==> config.mk <==
export PLATFORM = sky130hd
export DESIGN_NAME = farrow_resample_ctrl
export DESIGN_NICKNAME = d
export VERILOG_FILES = /design/src/rtl/farrow_resample_ctrl.sv
export SDC_FILE = /design/constraint.sdc
export NUM_CORES = 1
export LEC_CHECK = 0
export CORE_MARGIN = 2
export CORE_UTILIZATION = 49
export CTS_CLUSTER_DIAMETER = 100
export DETAILED_ROUTE_END_ITERATION = 16
export HOLD_SLACK_MARGIN = 0.15
export PLACE_DENSITY = 0.8
export SLEW_MARGIN = 20
export SYNTH_ARGS = -nofsm -noshare
export SYNTH_HDL_FRONTEND = slang
export SYNTH_SLANG_ARGS = --single-unit
==> constraint.sdc <==
create_clock -name clk -period 2.8 [get_ports clk]
set_input_delay 0.42 -clock clk [delete_from_list [all_inputs] [get_ports clk]]
set_output_delay 0.42 -clock clk [all_outputs]
set_load 0.005 [all_outputs]
==> src/rtl/farrow_resample_ctrl.sv <==
// Farrow resampler sequencer: Q2.14 phase accumulator feeds the interpolator and discards skip outputs.
// Latency accept->out_valid = LATENCY+2; in_ready only in RUN, no downstream backpressure.
module farrow_resample_ctrl #(
    parameter int LATENCY = 7,
    parameter int W       = 16
) (
    input  logic         clk,
    input  logic         rst,
    input  logic         start,
    input  logic         stop,
    input  logic [W-1:0] step_in,
    input  logic         in_valid,
    input  logic [W-1:0] in_data,
    output logic         in_ready,
    output logic         f_enable,
    output logic [W-1:0] f_mu,
    output logic [W-1:0] f_data,
    input  logic         f_enable_out,
    input  logic [W-1:0] f_data_out,
    output logic         out_valid,
    output logic [W-1:0] out_data,
    output logic         busy,
    output logic         done,
    output logic         step_err
);

    localparam int FB = W - 2;
    localparam int CW = $clog2(LATENCY + 1);
    localparam logic [CW-1:0] CNT_LAST = CW'(LATENCY);
    localparam logic [W-2:0]  STEP_MIN = {1'b1, {FB{1'b0}}};
    localparam logic [W-2:0]  STEP_MAX = {(W-1){1'b1}};

    localparam logic [1:0] S_IDLE  = 2'd0;
    localparam logic [1:0] S_RUN   = 2'd1;
    localparam logic [1:0] S_DRAIN = 2'd2;

    logic [1:0]    state_q, state_d;
    logic [CW-1:0] cnt_q, cnt_d;
    logic [W-2:0]  step_q, step_d;
    logic [FB-1:0] acc_q, acc_d;
    logic          skip_q, skip_d;
    logic          keep_q, keep_d;
    logic          f_enable_q, f_enable_d;
    logic [W-1:0]  f_mu_q, f_mu_d;
    logic [W-1:0]  f_data_q, f_data_d;
    logic [LATENCY-1:0] kdl_q;
    logic          out_valid_q;
    logic [W-1:0]  out_data_q;
    logic          done_q, done_d;
    logic          step_err_q, step_err_d;
    logic [W-1:0]  nxt;
    logic          accept;

    assign in_ready = (state_q == S_RUN);
    assign busy     = (state_q != S_IDLE);
    assign accept   = in_valid & in_ready;

    always_comb begin
        state_d    = state_q;
        cnt_d      = cnt_q;
        step_d     = step_q;
        acc_d      = acc_q;
        skip_d     = skip_q;
        keep_d     = 1'b0;
        f_enable_d = 1'b0;
        f_mu_d     = f_mu_q;
        f_data_d   = f_data_q;
        done_d     = 1'b0;
        step_err_d = step_err_q;
        // acc < 1.0 and step < 2.0, so the sum never exceeds W bits
        nxt        = W'(acc_q) + W'(step_q);

        case (state_q)
            S_IDLE: begin
                if (start) begin
                    state_d = S_RUN;
                    acc_d   = '0;
                    skip_d  = 1'b0;
                    if (step_in[W-1]) begin
                        step_d     = STEP_MAX;
                        step_err_d = 1'b1;
                    end else if (step_in[W-2:0] < STEP_MIN) begin
                        step_d     = STEP_MIN;
                        step_err_d = 1'b1;
                    end else begin
                        step_d = step_in[W-2:0];
                    end
                end
            end
            S_RUN: begin
                if (stop) begin
                    state_d = S_DRAIN;
                    cnt_d   = '0;
                end
            end
            S_DRAIN: begin
                if (cnt_q == CNT_LAST) begin
                    state_d = S_IDLE;
                    done_d  = 1'b1;
                end else begin
                    cnt_d = cnt_q + 1'b1;
                end
            end
            default: state_d = S_IDLE;
        endcase

        if (accept) begin
            f_enable_d = 1'b1;
            f_data_d   = in_data;
            if (!skip_q) begin
                keep_d = 1'b1;
                f_mu_d = {2'b00, acc_q};
                // integer part of nxt is 1 or 2; 2 means the next input is stepped over
                skip_d = (nxt[W-1:FB] == 2'd2);
                acc_d  = nxt[FB-1:0];
            end else begin
                skip_d = 1'b0;
            end
        end
    end

    always_ff @(posedge clk or negedge rst) begin
        if (!rst) begin
            state_q     <= S_IDLE;
            cnt_q       <= '0;
            step_q      <= '0;
            acc_q       <= '0;
            skip_q      <= 1'b0;
            keep_q      <= 1'b0;
            f_enable_q  <= 1'b0;
            f_mu_q      <= '0;
            f_data_q    <= '0;
            kdl_q       <= '0;
            out_valid_q <= 1'b0;
            out_data_q  <= '0;
            done_q      <= 1'b0;
            step_err_q  <= 1'b0;
        end else begin
            state_q    <= state_d;
            cnt_q      <= cnt_d;
            step_q     <= step_d;
            acc_q      <= acc_d;
            skip_q     <= skip_d;
            keep_q     <= keep_d;
            f_enable_q <= f_enable_d;
            f_mu_q     <= f_mu_d;
            f_data_q   <= f_data_d;
            done_q     <= done_d;
            step_err_q <= step_err_d;
            kdl_q[0]   <= keep_q & f_enable_q;
            for (int i = 1; i < LATENCY; i++) begin
                kdl_q[i] <= kdl_q[i-1];
            end
            out_valid_q <= f_enable_out & kdl_q[LATENCY-1];
            if (f_enable_out && kdl_q[LATENCY-1]) begin
                out_data_q <= f_data_out;
            end
        end
    end

    assign f_enable  = f_enable_q;
    assign f_mu      = f_mu_q;
    assign f_data    = f_data_q;
    assign out_valid = out_valid_q;
    assign out_data  = out_data_q;
    assign done      = done_q;
    assign step_err  = step_err_q;

endmodule

======== Yosys cells after proc, flatten, opt, wreduce, memory -nomap -nowiden ========
Cells that the tools add are included.
word-level totals
  output and inout bits ................... 54
  bits in registers ....................... 93
  input bits .............................. 54
operators by class
  equal/unequal tests ..................... 8
  reductions and logical operators ........ 13
  $add $sub $neg .......................... 2
  magnitude comparators ................... 1
  multiplexer cells ....................... 24
  bitwise logic cells ..................... 4
operators by type and width
  kind                                                                   count
  14-bit two-way mux                                                     4
  15-bit two-way mux                                                     2
  14-bit by 15-bit adder with 16-bit output                              1
  15-bit less-than comparator, second input constant                     1
  1-bit two-way mux                                                      11
  2-bit nonzero test                                                     5
  3-bit AND reduction                                                    3
  2-bit inequality test, second input constant                           4
  2-bit two-way mux                                                      3
  3-bit two-way mux                                                      2
  2-bit case mux with 3 select lines                                     1
  3-bit case mux with 2 select lines                                     1
  2-bit AND reduction                                                    3
  2-bit equality test, second input constant                             2
  3-bit by 1-bit adder with 3-bit output, second input constant          1
  1-bit AND                                                              3
  3-bit equality test, second input constant                             1
  2-bit by 1-bit equality test with 1-bit output, second input constant  1
  2-bit zero test                                                        1
  1-bit logical AND                                                      1
  1-bit NOT                                                              1

======== Logic depth before layout (Yosys ltp) ========
  word-level depth ........................ 4
  mapped depth ............................ 10
  mapped depth without buffers ............ 9

======== Worst setup path before layout ========
Ideal clock, no wire load.
  kind .................................... reg2reg
  from .................................... reg step_q[0]
  to ...................................... reg acc_q[8]
  path slack .............................. 0.721 ns
  path buffers ............................ 0
  stages on the path, launching flop included .. 8
  clock period less this slack ............ 2.079 ns
  required time ........................... 2.705 ns
  data arrival time ....................... 1.983 ns
  setup time .............................. 0.095 ns
  cell sequence ........................... dfrtp_1 ha_1 fa_1 a21oi_1 o22ai_2 o311a_1 o21a_1 o31ai_1
between the ends
  word-level cells in the longest chain between the ends .. 3
ends and longest elaborated chain
  what                                       line  RTL
  from (decl)                                39    logic [W-2:0] step_q, step_d;
  from (signal assigned)                     141   step_q <= step_d;
  14-bit by 15-bit adder with 16-bit output  71    nxt = W'(acc_q) + W'(step_q);
  14-bit two-way mux                         110   if (!skip_q) begin
  14-bit two-way mux                         107   if (accept) begin
  net acc_d[8]                               40    logic [FB-1:0] acc_q, acc_d;
  to (signal assigned)                       127   acc_q <= '0;
  to (signal assigned)                       142   acc_q <= acc_d;
  to (decl)                                  40
The timed path passes the listed nets, and every way through them passes these cells.
A chain may end at the register's enable or synchronous reset.

======== Worst setup path after layout ========
Same ends and word-level chain as after synthesis.

==> flow_summary.json <==
{
  "status": "finished, final reports clean",
  "slew_viol_final": 0,
  "track_usage": 0.201,
  "grt_max_degree": 49,
  "worstHoldEndpoint": "kdl_q[5]",
  "rr_worst_depth": 7,
  "final-hold-violation-count": 0,
  "clock_latency_ns": 0.35,
  "cts_resized": 0,
  "synth_area_sq_um": 4190,
  "period_needed_ns": 2.29,
  "core.rowCount": 33,
  "ys.flop_type": "dfrtp_1",
  "io_buffers": 105,
  "crit_arrival_ns": 2.54,
  "top_layer_used": "met4",
  "power_density_nw_per_um2": 987,
  "setup_tns_ns": 0,
  "seq_area_frac_synth": 0.555,
  "vdd_drop_max_v": 0.000446,
  "ioPinCount": 108,
  "numCtsBuffers": 9,
  "skew_ns": 0.0100,
  "rr_startpoint": "step_q[0]",
  "antenna_found_initial": 0,
  "regToRegEndpoint": "acc_q[8]",
  "synth_warnings": 0,
  "die_w_microns": 96.5,
  "endpoint_kind": "flop",
  "ctsHtreeMaxLevel": 3,
  "globalplace.congestion": 0.827,
  "critical_path_class": "flop to flop",
  "grt-ovfl-total": 0,
  "grt_pass1_wl_microns": 14500,
  "setup_viol": 0,
  "num-fill-cells": 658,
  "r2r_setup_slack_ns": 0.51,
  "dr_total_vias": 3253,
  "tightest_slew_ns": 0.637,
  "dieArea_sq_um": 9310,
  "synth_area_leaders": "dfrtp_1 56%, nand2_1 11%, ha_1 4.8%",
  "cts_tree": "yes",
  "wl_met3_microns": 569,
  "syn_inst": 418,
  "drc": 0,
  "hold_class": "flop to flop",
  "rsz0062_at_grt": "no",
  "path_max_fanout": 3,
  "required_ns": 3.05,
  "wl_per_cell_microns": 13.9,
  "fin_crit_sh": 0.818,
  "dr.pass1.iters": 4,
  "nets": 590,
  "drtAntennaViolNets": 0,
  "synth_top_area_share": 0.555,
  "fmax_mhz": 437,
  "hold_depth": 0,
  "min_from": "kdl_q[4]",
  "root_buffer": "clkbuf_8",
  "synth_cell_types": 50,
  "area_delta_synth_final_pct": 31.1,
  "fp.coreArea_sq_um": 8260,
  "synth_edf_count": 0,
  "yosys.area.top_type": "dfrtp_1",
  "clockBufferDepth": 2,
  "antenna_cells": 0,
  "cap_violations": 0,
  "die_h_microns": 96.5,
  "avgViaCountPerCell": 5.17,
  "clkTransAtPathRegs_ns": 0.09,
  "postPlaceCellArea_sq_um": 5320,
  "start_util": 0.507,
  "hpwl_microns": 6380,
  "async_flop_share": 1.00,
  "relSlewSlack": 0.575,
  "met1Wirelength_microns": 3990,
  "ys_ff_latch": 93,
  "grt_pass1_vias": 3176,
  "critical_path.startpoint_type": "flop",
  "cts_sinks": 93,
  "wirelength_microns": 8740,
  "layout-drive-gt1-share": 0.0840,
  "avgSynthCellArea_sq_um": 10.0,
  "p_leak_uw": 0.00260,
  "final_area_sq_um": 5490,
  "drt_iter0_markers": 120,
  "dr_wl_met2_microns": 4060
}
-- report_power, final --
group | switching [uW] | internal (uW) | total (uW)
Combinational | 1210 | 1260 | 2470
Clock | 463 | 329 | 791
Sequential | 322 | 1840 | 2160
-- routing by layer --
layer  vias up  GRT usage
li1       1629          -
met1      1515      0.265
met2        99      0.334
met3        10     0.0349
met4         0     0.0786
met5         -          0
-- sequential cells by signal (all words and copies together) (netlist names) --
register	flops
keep_q	1
step_err	1
cnt_q	3
state_q	2
skip_q	1
f_data	16
done	1
out_data	16
f_mu	14
acc_q	14
out_valid	1
kdl_q	7
f_enable	1
step_q	15
-- final cells by class --
class	instances	area (sq um)	area share
clock buffer	12	135	0.0246
clock inverter	4	32.5	0.00592
inverter	10	37.5	0.00683
multi-input combinational	294	1720	0.313
sequential	93	2330	0.424
tap	105	131	0.0239
timing repair buffer	111	1110	0.202
-- logic make-up after synthesis --
kind of cell    synth area share
other cells             0.000895
fa+ha+maj                 0.0526
xor+xnor                  0.0146
flops                      0.555
simple gates               0.176
compound gates             0.120
mux                       0.0457
buf+inv                   0.0346
-- stage by stage --
step / setup WS (ns) / cells / hold WS (ns) / total power [uW] / utilization
3_3_place_gp: 0.647 / 612 / 0.336 / 4520 / 0.644
5_1_grt: 0.334 / 629 / 0.375 / 5870 / 0.665
6_report: 0.511 / 629 / 0.357 / 5420 / 0.665
4_1_cts: 0.540 / 629 / 0.359 / 5440 / 0.665
3_5_place_dp: 0.564 / 612 / 0.338 / 4650 / 0.644
2_1_floorplan: 0.721 / 419 / 0.124 / 3580 / -
-- layout by cell type, fill, tap and decap left out, types with 3 or more instances in the layout --
master,count
a211oi_1,5
a21o_1,3
a21oi_1,24
and2_1,3
buf_4,5
clkbuf_1,3
clkbuf_8,9
clkdlybuf4s50_1,104
dfrtp_1,93
ha_1,16
inv_1,7
inv_2,3
mux2_2,17
nand2_1,118
nand2b_1,5
nand3_1,19
nand4_1,3
nor2_1,7
nor3_1,4
o21ai_0,24
o21ai_1,5
o311a_1,3
xnor2_1,5
-- how the worst max path moves through the flow --
stage	endpoint	slack, ns	startpoint	cells after the start
2_1_floorplan	acc_q[8]	0.72	step_q[0]	7
3_3_place_gp	acc_q[8]	0.65	step_q[0]	7
3_5_place_dp	acc_q[8]	0.56	step_q[0]	7
4_1_cts	acc_q[8]	0.54	step_q[0]	7
5_1_grt	acc_q[8]	0.33	step_q[0]	7
6_report	acc_q[8]	0.51	step_q[0]	7
-- synthesized netlist by cell type, types with 2 or more instances --
master,n
a2111oi_0,2
a211oi_1,5
a21o_1,3
a21oi_1,24
and2_1,3
and3_1,2
buf_2,8
buf_4,2
clkbuf_1,10
dfrtp_1,93
ha_1,16
inv_1,7
inv_2,3
mux2_2,17
nand2_1,118
nand2b_1,5
nand3_1,19
nand4_1,3
nor2_1,7
nor3_1,4
o211ai_1,2
o21ai_0,24
o21ai_1,5
o311a_1,3
o31ai_1,2
or3_1,2
xnor2_1,5
xor2_1,2
-- worst max-delay path, cell delays in order, from the launching register on --
cell and delay [ns]:
dfrtp_1 0.40, ha_1 0.25, fa_1 0.42, a21oi_1 0.25
o22ai_2 0.15, o311a_1 0.32, o21a_1 0.17, o31ai_1 0.22
-- timing repair --
action / 4_1_cts / 5_1_grt
endpoints found under the hold margin: 47 / 0
setup endpoints to repair: 0 / 0
hold buffers: 1 / 0
buffers inserted: 0 / 0
Power figures use the tool's default switching activity.
